File: config.mk
export PLATFORM = sky130hd
export DESIGN_NAME = ex_mem_stage_reg_flat
export DESIGN_NICKNAME = d
export VERILOG_FILES = /design/src/rtl/ex_mem_stage_reg_if.sv /design/src/rtl/ex_mem_stage_reg.sv /design/src/flat_wrapper.sv
export SDC_FILE = /design/constraint.sdc
export NUM_CORES = 1
export LEC_CHECK = 0
export CAP_MARGIN = 40
export CORE_AREA = 2 2 320 322
export DETAILED_ROUTE_END_ITERATION = 6
export DIE_AREA = 0 0 322 324
export SYNTH_ARGS = -nofsm -noshare
export SYNTH_HDL_FRONTEND = slang
export SYNTH_SLANG_ARGS = --single-unit
File: constraint.sdc
create_clock -name clk -period 5 [get_ports clk]
set_input_delay 1 -clock clk [delete_from_list [all_inputs] [get_ports clk]]
set_output_delay 1 -clock clk [all_outputs]
set_load 0.02 [all_outputs]
File: src/rtl/ex_mem_stage_reg_if.sv
// EX/MEM boundary bus: per-lane valids and payload toward MEM, plus the
// stall/flush controls and the multi-cycle context loop back to EX.
interface ex_mem_stage_reg_if #(
    parameter int LANES   = 2,
    parameter int DATA_W  = 160,
    parameter int CTX_W   = 66,
    parameter int STALL_W = 6
);
    logic [STALL_W-1:0]      stall;
    logic                    flush;
    logic [LANES-1:0]        in_valid;
    logic [LANES-1:0]        kill_i;
    logic [LANES*DATA_W-1:0] in_data;
    logic [CTX_W-1:0]        ctx_i;
    logic [LANES-1:0]        out_valid;
    logic [LANES*DATA_W-1:0] out_data;
    logic [CTX_W-1:0]        ctx_o;

    modport master (
        output stall, flush, in_valid, kill_i, in_data, ctx_i,
        input  out_valid, out_data, ctx_o
    );

    modport slave (
        input  stall, flush, in_valid, kill_i, in_data, ctx_i,
        output out_valid, out_data, ctx_o
    );
endinterface

File: src/rtl/ex_mem_stage_reg.sv
// Multi-lane EX/MEM pipeline register with flush/bubble/hold handling,
// in-order lane squash, multi-cycle context retention and perf counters.
module ex_mem_stage_reg #(
    parameter int LANES   = 2,
    parameter int DATA_W  = 160,
    parameter int CTX_W   = 66,
    parameter int STALL_W = 6,
    parameter int STAGE   = 3,
    parameter int CNT_W   = 16
) (
    input  logic                  clk,
    input  logic                  rst,
    ex_mem_stage_reg_if.slave     bus,
    input  logic                  perf_clr,
    output logic [CNT_W-1:0]      stall_cycles_o,
    output logic [CNT_W-1:0]      bubble_cycles_o
);
    logic                    s_w;
    logic                    d_w;
    logic                    bubble_w;
    logic [LANES-1:0]        kill_eff;
    logic [LANES-1:0]        valid_next;
    logic [LANES*DATA_W-1:0] data_next;

    logic [LANES-1:0]        valid_reg;
    logic [LANES*DATA_W-1:0] data_reg;
    logic [CTX_W-1:0]        ctx_reg;
    logic [CNT_W-1:0]        stall_cnt_reg;
    logic [CNT_W-1:0]        bubble_cnt_reg;

    assign s_w      = bus.stall[STAGE];
    assign d_w      = bus.stall[STAGE+1];
    assign bubble_w = s_w & ~d_w;

    // A kill on an older lane squashes every younger lane as well.
    for (genvar gi = 0; gi < LANES; gi++) begin : g_lane
        assign kill_eff[gi]   = |bus.kill_i[gi:0];
        assign valid_next[gi] = bus.in_valid[gi] & ~kill_eff[gi];
        assign data_next[gi*DATA_W +: DATA_W] =
            valid_next[gi] ? bus.in_data[gi*DATA_W +: DATA_W] : '0;
    end

    always_ff @(posedge clk) begin
        if (rst) begin
            valid_reg <= '0;
            data_reg  <= '0;
            ctx_reg   <= '0;
        end else if (bus.flush) begin
            valid_reg <= '0;
            data_reg  <= '0;
            ctx_reg   <= '0;
        end else if (bubble_w) begin
            valid_reg <= '0;
            data_reg  <= '0;
            ctx_reg   <= bus.ctx_i;
        end else if (!s_w) begin
            valid_reg <= valid_next;
            data_reg  <= data_next;
            ctx_reg   <= '0;
        end else begin
            // Held: payload frozen, EX keeps its partial multi-cycle result.
            ctx_reg   <= bus.ctx_i;
        end
    end

    always_ff @(posedge clk) begin
        if (rst || perf_clr) begin
            stall_cnt_reg  <= '0;
            bubble_cnt_reg <= '0;
        end else begin
            if (s_w && !bus.flush && stall_cnt_reg != {CNT_W{1'b1}})
                stall_cnt_reg <= stall_cnt_reg + CNT_W'(1);
            if (bubble_w && !bus.flush && bubble_cnt_reg != {CNT_W{1'b1}})
                bubble_cnt_reg <= bubble_cnt_reg + CNT_W'(1);
        end
    end

    assign bus.out_valid    = valid_reg;
    assign bus.out_data     = data_reg;
    assign bus.ctx_o        = ctx_reg;
    assign stall_cycles_o   = stall_cnt_reg;
    assign bubble_cycles_o  = bubble_cnt_reg;
endmodule

File: src/flat_wrapper.sv
// flat-port wrapper written by rule: the top's interface ports become plain ports
module ex_mem_stage_reg_flat 
#(
    parameter int LANES   = 2,
    parameter int DATA_W  = 160,
    parameter int CTX_W   = 66,
    parameter int STALL_W = 6,
    parameter int STAGE   = 3,
    parameter int CNT_W   = 16
)
  (clk, rst, perf_clr, stall_cycles_o, bubble_cycles_o, bus_stall, bus_flush, bus_in_valid, bus_kill_i, bus_in_data, bus_ctx_i, bus_out_valid, bus_out_data, bus_ctx_o);
  ex_mem_stage_reg_if #(.LANES(LANES), .DATA_W(DATA_W), .CTX_W(CTX_W), .STALL_W(STALL_W)) bus_i ();
  input  logic clk;
  input  logic rst;
  input  logic perf_clr;
  output logic [CNT_W-1:0] stall_cycles_o;
  output logic [CNT_W-1:0] bubble_cycles_o;
  input wire logic [$bits(bus_i.stall)-1:0] bus_stall;
  input wire logic [$bits(bus_i.flush)-1:0] bus_flush;
  input wire logic [$bits(bus_i.in_valid)-1:0] bus_in_valid;
  input wire logic [$bits(bus_i.kill_i)-1:0] bus_kill_i;
  input wire logic [$bits(bus_i.in_data)-1:0] bus_in_data;
  input wire logic [$bits(bus_i.ctx_i)-1:0] bus_ctx_i;
  output wire logic [$bits(bus_i.out_valid)-1:0] bus_out_valid;
  output wire logic [$bits(bus_i.out_data)-1:0] bus_out_data;
  output wire logic [$bits(bus_i.ctx_o)-1:0] bus_ctx_o;
  assign bus_i.stall = bus_stall;
  assign bus_i.flush = bus_flush;
  assign bus_i.in_valid = bus_in_valid;
  assign bus_i.kill_i = bus_kill_i;
  assign bus_i.in_data = bus_in_data;
  assign bus_i.ctx_i = bus_ctx_i;
  assign bus_out_valid = bus_i.out_valid;
  assign bus_out_data = bus_i.out_data;
  assign bus_ctx_o = bus_i.ctx_o;
  ex_mem_stage_reg #(.LANES(LANES), .DATA_W(DATA_W), .CTX_W(CTX_W), .STALL_W(STALL_W), .STAGE(STAGE), .CNT_W(CNT_W)) u_core (.clk(clk), .rst(rst), .bus(bus_i), .perf_clr(perf_clr), .stall_cycles_o(stall_cycles_o), .bubble_cycles_o(bubble_cycles_o));
endmodule
# Word level (Yosys, flattened, before mapping)
# Index checks and enable logic that the tools add are counted.
# classes
reduce_logical	9
n_addsub	2
bitwise	6
n_mux	4
n_eq_ne	2
# ops
cell	n
160-bit 2-to-1 mux	2
66-bit 2-to-1 mux	2
16-bit by 1-bit adder with 16-bit output (second input constant)	2
16-bit != test (second input constant)	2
1-bit logical AND	4
2-bit OR reduction	2
1-bit bitwise AND	3
1-bit NOT	3
3-bit OR reduction	1
1-bit logical NOT	1
1-bit logical OR	1
# word_totals
word_cells	28
register_bits	420
inputBits	400
out_inout_bits	420

# Depth between registers and ports, before layout
# depth
ltp_word	4
mapped_depth	7
depth_no_buf	5

# Least setup slack after synthesis
# No wires, ideal clock.
# synth_timing
path_kind	input to register
startpoint	input port bus_flush
endpoint	register u_core.bubble_cnt_reg[5], in the netlist u_core.bubble_cycles_o[5]
path_buffers	1
required_ns	4.930
arrival_ns	2.178
slack_ns	2.752
stages	4
setup_ns	0.070
cell_sequence	or3b_1 clkbuf_1 or4_1 a21oi_1
# synth_via
elab_chain_cells	3
# synth_rtl
item	line	source
start, declared	flat_wrapper.sv:19	input wire logic [$bits(bus_i.flush)-1:0] bus_flush;
1-bit logical NOT	ex_mem_stage_reg.sv:73	if (bubble_w && !bus.flush && bubble_cnt_reg != {CNT_W{1'b1}})
1-bit logical AND (2 in a row)	ex_mem_stage_reg.sv:73	
end signal, assigned	ex_mem_stage_reg.sv:74	bubble_cnt_reg <= bubble_cnt_reg + CNT_W'(1);
end, declared	ex_mem_stage_reg.sv:29	logic [CNT_W-1:0] bubble_cnt_reg;
# No other way between the ends.
# A chain may end at the register's enable or synchronous reset.

# Worst setup path in the final report
# layout_timing
startpoint	register u_core.stall_cnt_reg[4], in the netlist u_core.stall_cycles_o[4]
endpoint	output port stall_cycles_o[4]
# layout_lines
item	line	source
start, declared	ex_mem_stage_reg.sv:28	logic [CNT_W-1:0] stall_cnt_reg;
start signal, assigned	ex_mem_stage_reg.sv:72	stall_cnt_reg <= stall_cnt_reg + CNT_W'(1);
end, declared	flat_wrapper.sv:16	output logic [CNT_W-1:0] stall_cycles_o;
# No word-level cell between the ends.

==> run summary <==
### Status
* **status** complete, no violations

### Power and ir drop
* **LEAKAGE** 8.329 nW
* **relative contribution of sequential cells to total power** 0.419
* **maximum vdd drop** 0.0003126 V
* **Sw Ratio** 0.2328
* **total power density per cell area** 320.3 nW/um^2
* **post-layout total power** 8.112 mW
* **Gate power share** 0.083
* **cell-internal power** 6.223 mW
* **clock network power share** 0.499
* **net switching component of the power** 1.889 mW

### Route
* **Via density** 3.920
* **post-detailed-route DRC marker count** 0
* **Initial DRT Pass Iterations** 5
* **wire length reported by the detailed router** 66.63 mm
* **Detail Route Antenna Nets** 0
* **initial DRC count** 748
* **post-DR wirelength/cell** 18.85 um
* **vias** 13.85k

### Synth
* **number of storage elements in the synthesis netlist** 420
* **net count after synthesis** 1,822
* **biggest area consumer among synthesized cells** dfxtp_1
* **count of flip-flops with a built-in enable after synthesis** 0
* **cells taking the most area after synthesis** dfxtp_1 (60%), a22oi_1 (17%), nor2_1 (8.8%)
* **Ys Warns** 0
* **sequential-to-total area share from yosys stat** 0.5999
* **share of the synthesized area in the top cell type** 0.5999
* **Cell Area, Synth** 14,020 um^2
* **asr flop ratio synth** 0
* **Yosys cell types** 44
* **syn_area_per_cell** 9.870 um^2
* **Top FF cell, synth** dfxtp_1
* **gate count of the mapped netlist** 1,420

### Layout
* **number of nets in the finished design** 2,581
* **share of final-layout standard cells stronger than drive strength 1** 0.04860
* **area taken by multi-input logic gates** 5112 um^2
* **# fillers** 10.74k
* **area taken by flip-flops and latches** 8408 um^2
* **Post-Layout Inst Area** 25,320 um^2
* **Synth-to-Final Area Change** 80.67%
* **top library cells by usage in the layout, fill and taps aside** clkdlybuf4s50_1 (814), dfxtp_1 (420), nor2_1 (329)
* **commonest non-fill, non-tap cell in the layout** clkdlybuf4s50_1

### STA
* **time the final worst path needs with I/O delays and setup** 2.846 ns
* **worst-case clock skew** 0.004248 ns
* **actual slew at the worst max-slew pin** 1.001 ns
* **period utilization** 0.5691
* **achievable frequency** 351.4 MHz
* **final-report setup violation count** 0
* **setup_tns** 0 ns
* **worst relative slew slack** 0.3327
* **total count of hold-check failures in the final report** 0
* **RSZ-0062 raised after global routing** false
* **Max Slew Vio Count** 0

### CTS
* **clock net sink count** 420
* **latest clock arrival within the worst-skew pair** 0.60 ns
* **clk slew on worst S/H paths** 0.06 ns
* **PostCTS Resize Cnt** 0
* **Clock Tree Buf Depth** 3
* **H-tree Lvls** 2
* **root buffer cell** clkbuf_16
* **clock tree from TritonCTS** yes
* **# hold bufs at CTS** 0
* **number of clock buffers inserted by TritonCTS** 52
* **post-CTS setup buffer count** 0

### Worst setup path
* **max incr delay on CP** 0.76 ns
* **critical path required time** 4.00 ns
* **type of the setup path with the least slack** register to primary output
* **highest-delay cell along the critical path** clkdlybuf4s50_1
* **startpoint type of the worst setup path** register
* **Worst EP arrival** 1.85 ns
* **cell type group with the largest total delay on the critical path** buffers and inverters
* **crit end category** primary output
* **worst path buffer plus inverter count** 1
* **maximum fanout along the worst path** 9
* **Cell Chain, Critical Path** clkdlybuf4s50_1

### Worst hold path
* **min-delay worst type** register to register

### Global route
* **global route total overflow** 0
* **vias in the first global route** 13.12k
* **wire length of the first global-routing pass** 90.73 mm
* **number of antenna violations at the first check in global routing** 22
* **maximum number of pins on one net before global-route repair** 162
* **Global Route Usage Sum** 0.1180

### Floorplanning
* **effective utilization at floorplan** 0.1388
* **die outline width** 322 um
* **die span in y** 324 um
* **number of primary I/O pins** 820
* **total core area** 101,000 um^2
* **# rows** 117
* **die area** 104,300 um^2

### Placement
* **post-DP HPWL** 48.39 mm
* **Port Buffers** 815
* **final weighted congestion in routability-driven placement** 0.7587
* **area after detailed placement** 23,490 um^2

### Run
* **count of max-cap constraint violations** 0

[cell type report]
type,instances,area share
Sequential cell,420,0.3320
Timing Repair Buffer,825,0.3283
Multi-Input combinational cell,876,0.2019
Tap cell,1309,0.06468
Clock buffer,76,0.05969
Clock inverter,21,0.01255
Inverter,4,0.0005929
Antenna cell,3,0.0002965
[path summary, 6_finish.rpt]
path	start	to	slack [ns]	cells past startpoint
setup / recovery	u_core.stall_cycles_o[4]$_SDFFE_PP0P_	stall_cycles_o[4]	2.15	1
hold / removal	u_core.bus.out_valid[1]$_SDFFE_PP0N_	u_core.bus.out_valid[1]$_SDFFE_PP0N_	0.49	2
setup reg to reg	u_core.stall_cycles_o[0]$_SDFFE_PP0P_	u_core.stall_cycles_o[7]$_SDFFE_PP0P_	2.76	5
hold reg to reg	u_core.bus.out_valid[1]$_SDFFE_PP0N_	u_core.bus.out_valid[1]$_SDFFE_PP0N_	0.49	2
[power by group through the flow]
stage	combinational, mW	clock, mW	sequential (mW)
after global placement	0.672	0	3.47
after detailed placement	0.677	0	3.47
after global routing	0.713	4.32	3.40
final	0.669	4.05	3.40
after CTS	0.679	4.21	3.40
after floorplan	0.167	0	3.51
[routing by layer]
metal / up-vias / routed length (um) / track usage
li1: 6602 / - / -
met1: 6531 / 24860 / 0.1252
met2: 562 / 32870 / 0.2056
met3: 126 / 6135 / 0.04795
met4: 32 / 2540 / 0.05171
met5: - / 210 / 0
[registers in the layout (all words and copies together) (netlist names)]
signal and flops:
u_core.bubble_cycles_o 16, u_core.bus.ctx_o 66, u_core.bus.out_data 320, u_core.bus.out_valid 2
u_core.stall_cycles_o 16
[cells in the mapped netlist (all sizes together), types with 5 or more instances]
cell    count
and3        5
a22oi     320
a21oi      27
o31ai       9
nand4       9
or3        10
nand2      15
and2       70
nand3      13
or4        10
dfxtp     420
o21ai      10
buf        49
nor3        9
nor2      330
clkbuf     71
[logic make-up (layout without fill, tap and decap cells)]
logic type               Yosys count  count (layout)  share of synthesized area
AO/OA/AOI/OAI                    382             382                     0.1986
adder cells (fa/ha/maj)            2               2                   0.001785
buffers and inverters            124             926                    0.03749
flip-flops                       420             420                     0.5999
multiplexers                       3               3                   0.002143
other                              0               3                          0
AND/OR/NAND/NOR                  489             489                     0.1601
[metrics by stage]
| stage | worst slack (ns) | std cells | hold slack (ns) | util |
|---|---|---|---|---|
| global placement | 1.703 | 3434 | 0.4744 | 0.2325 |
| global route | 2.039 | 3531 | 0.5288 | 0.2506 |
| finish | 2.154 | 3534 | 0.4907 | 0.2507 |
| CTS | 2.046 | 3531 | 0.4968 | 0.2506 |
| floorplan | 2.752 | 1420 | 0.5536 | - |
| detailed placement | 1.691 | 3434 | 0.4834 | 0.2325 |
(Power assumes the default switching activity.)
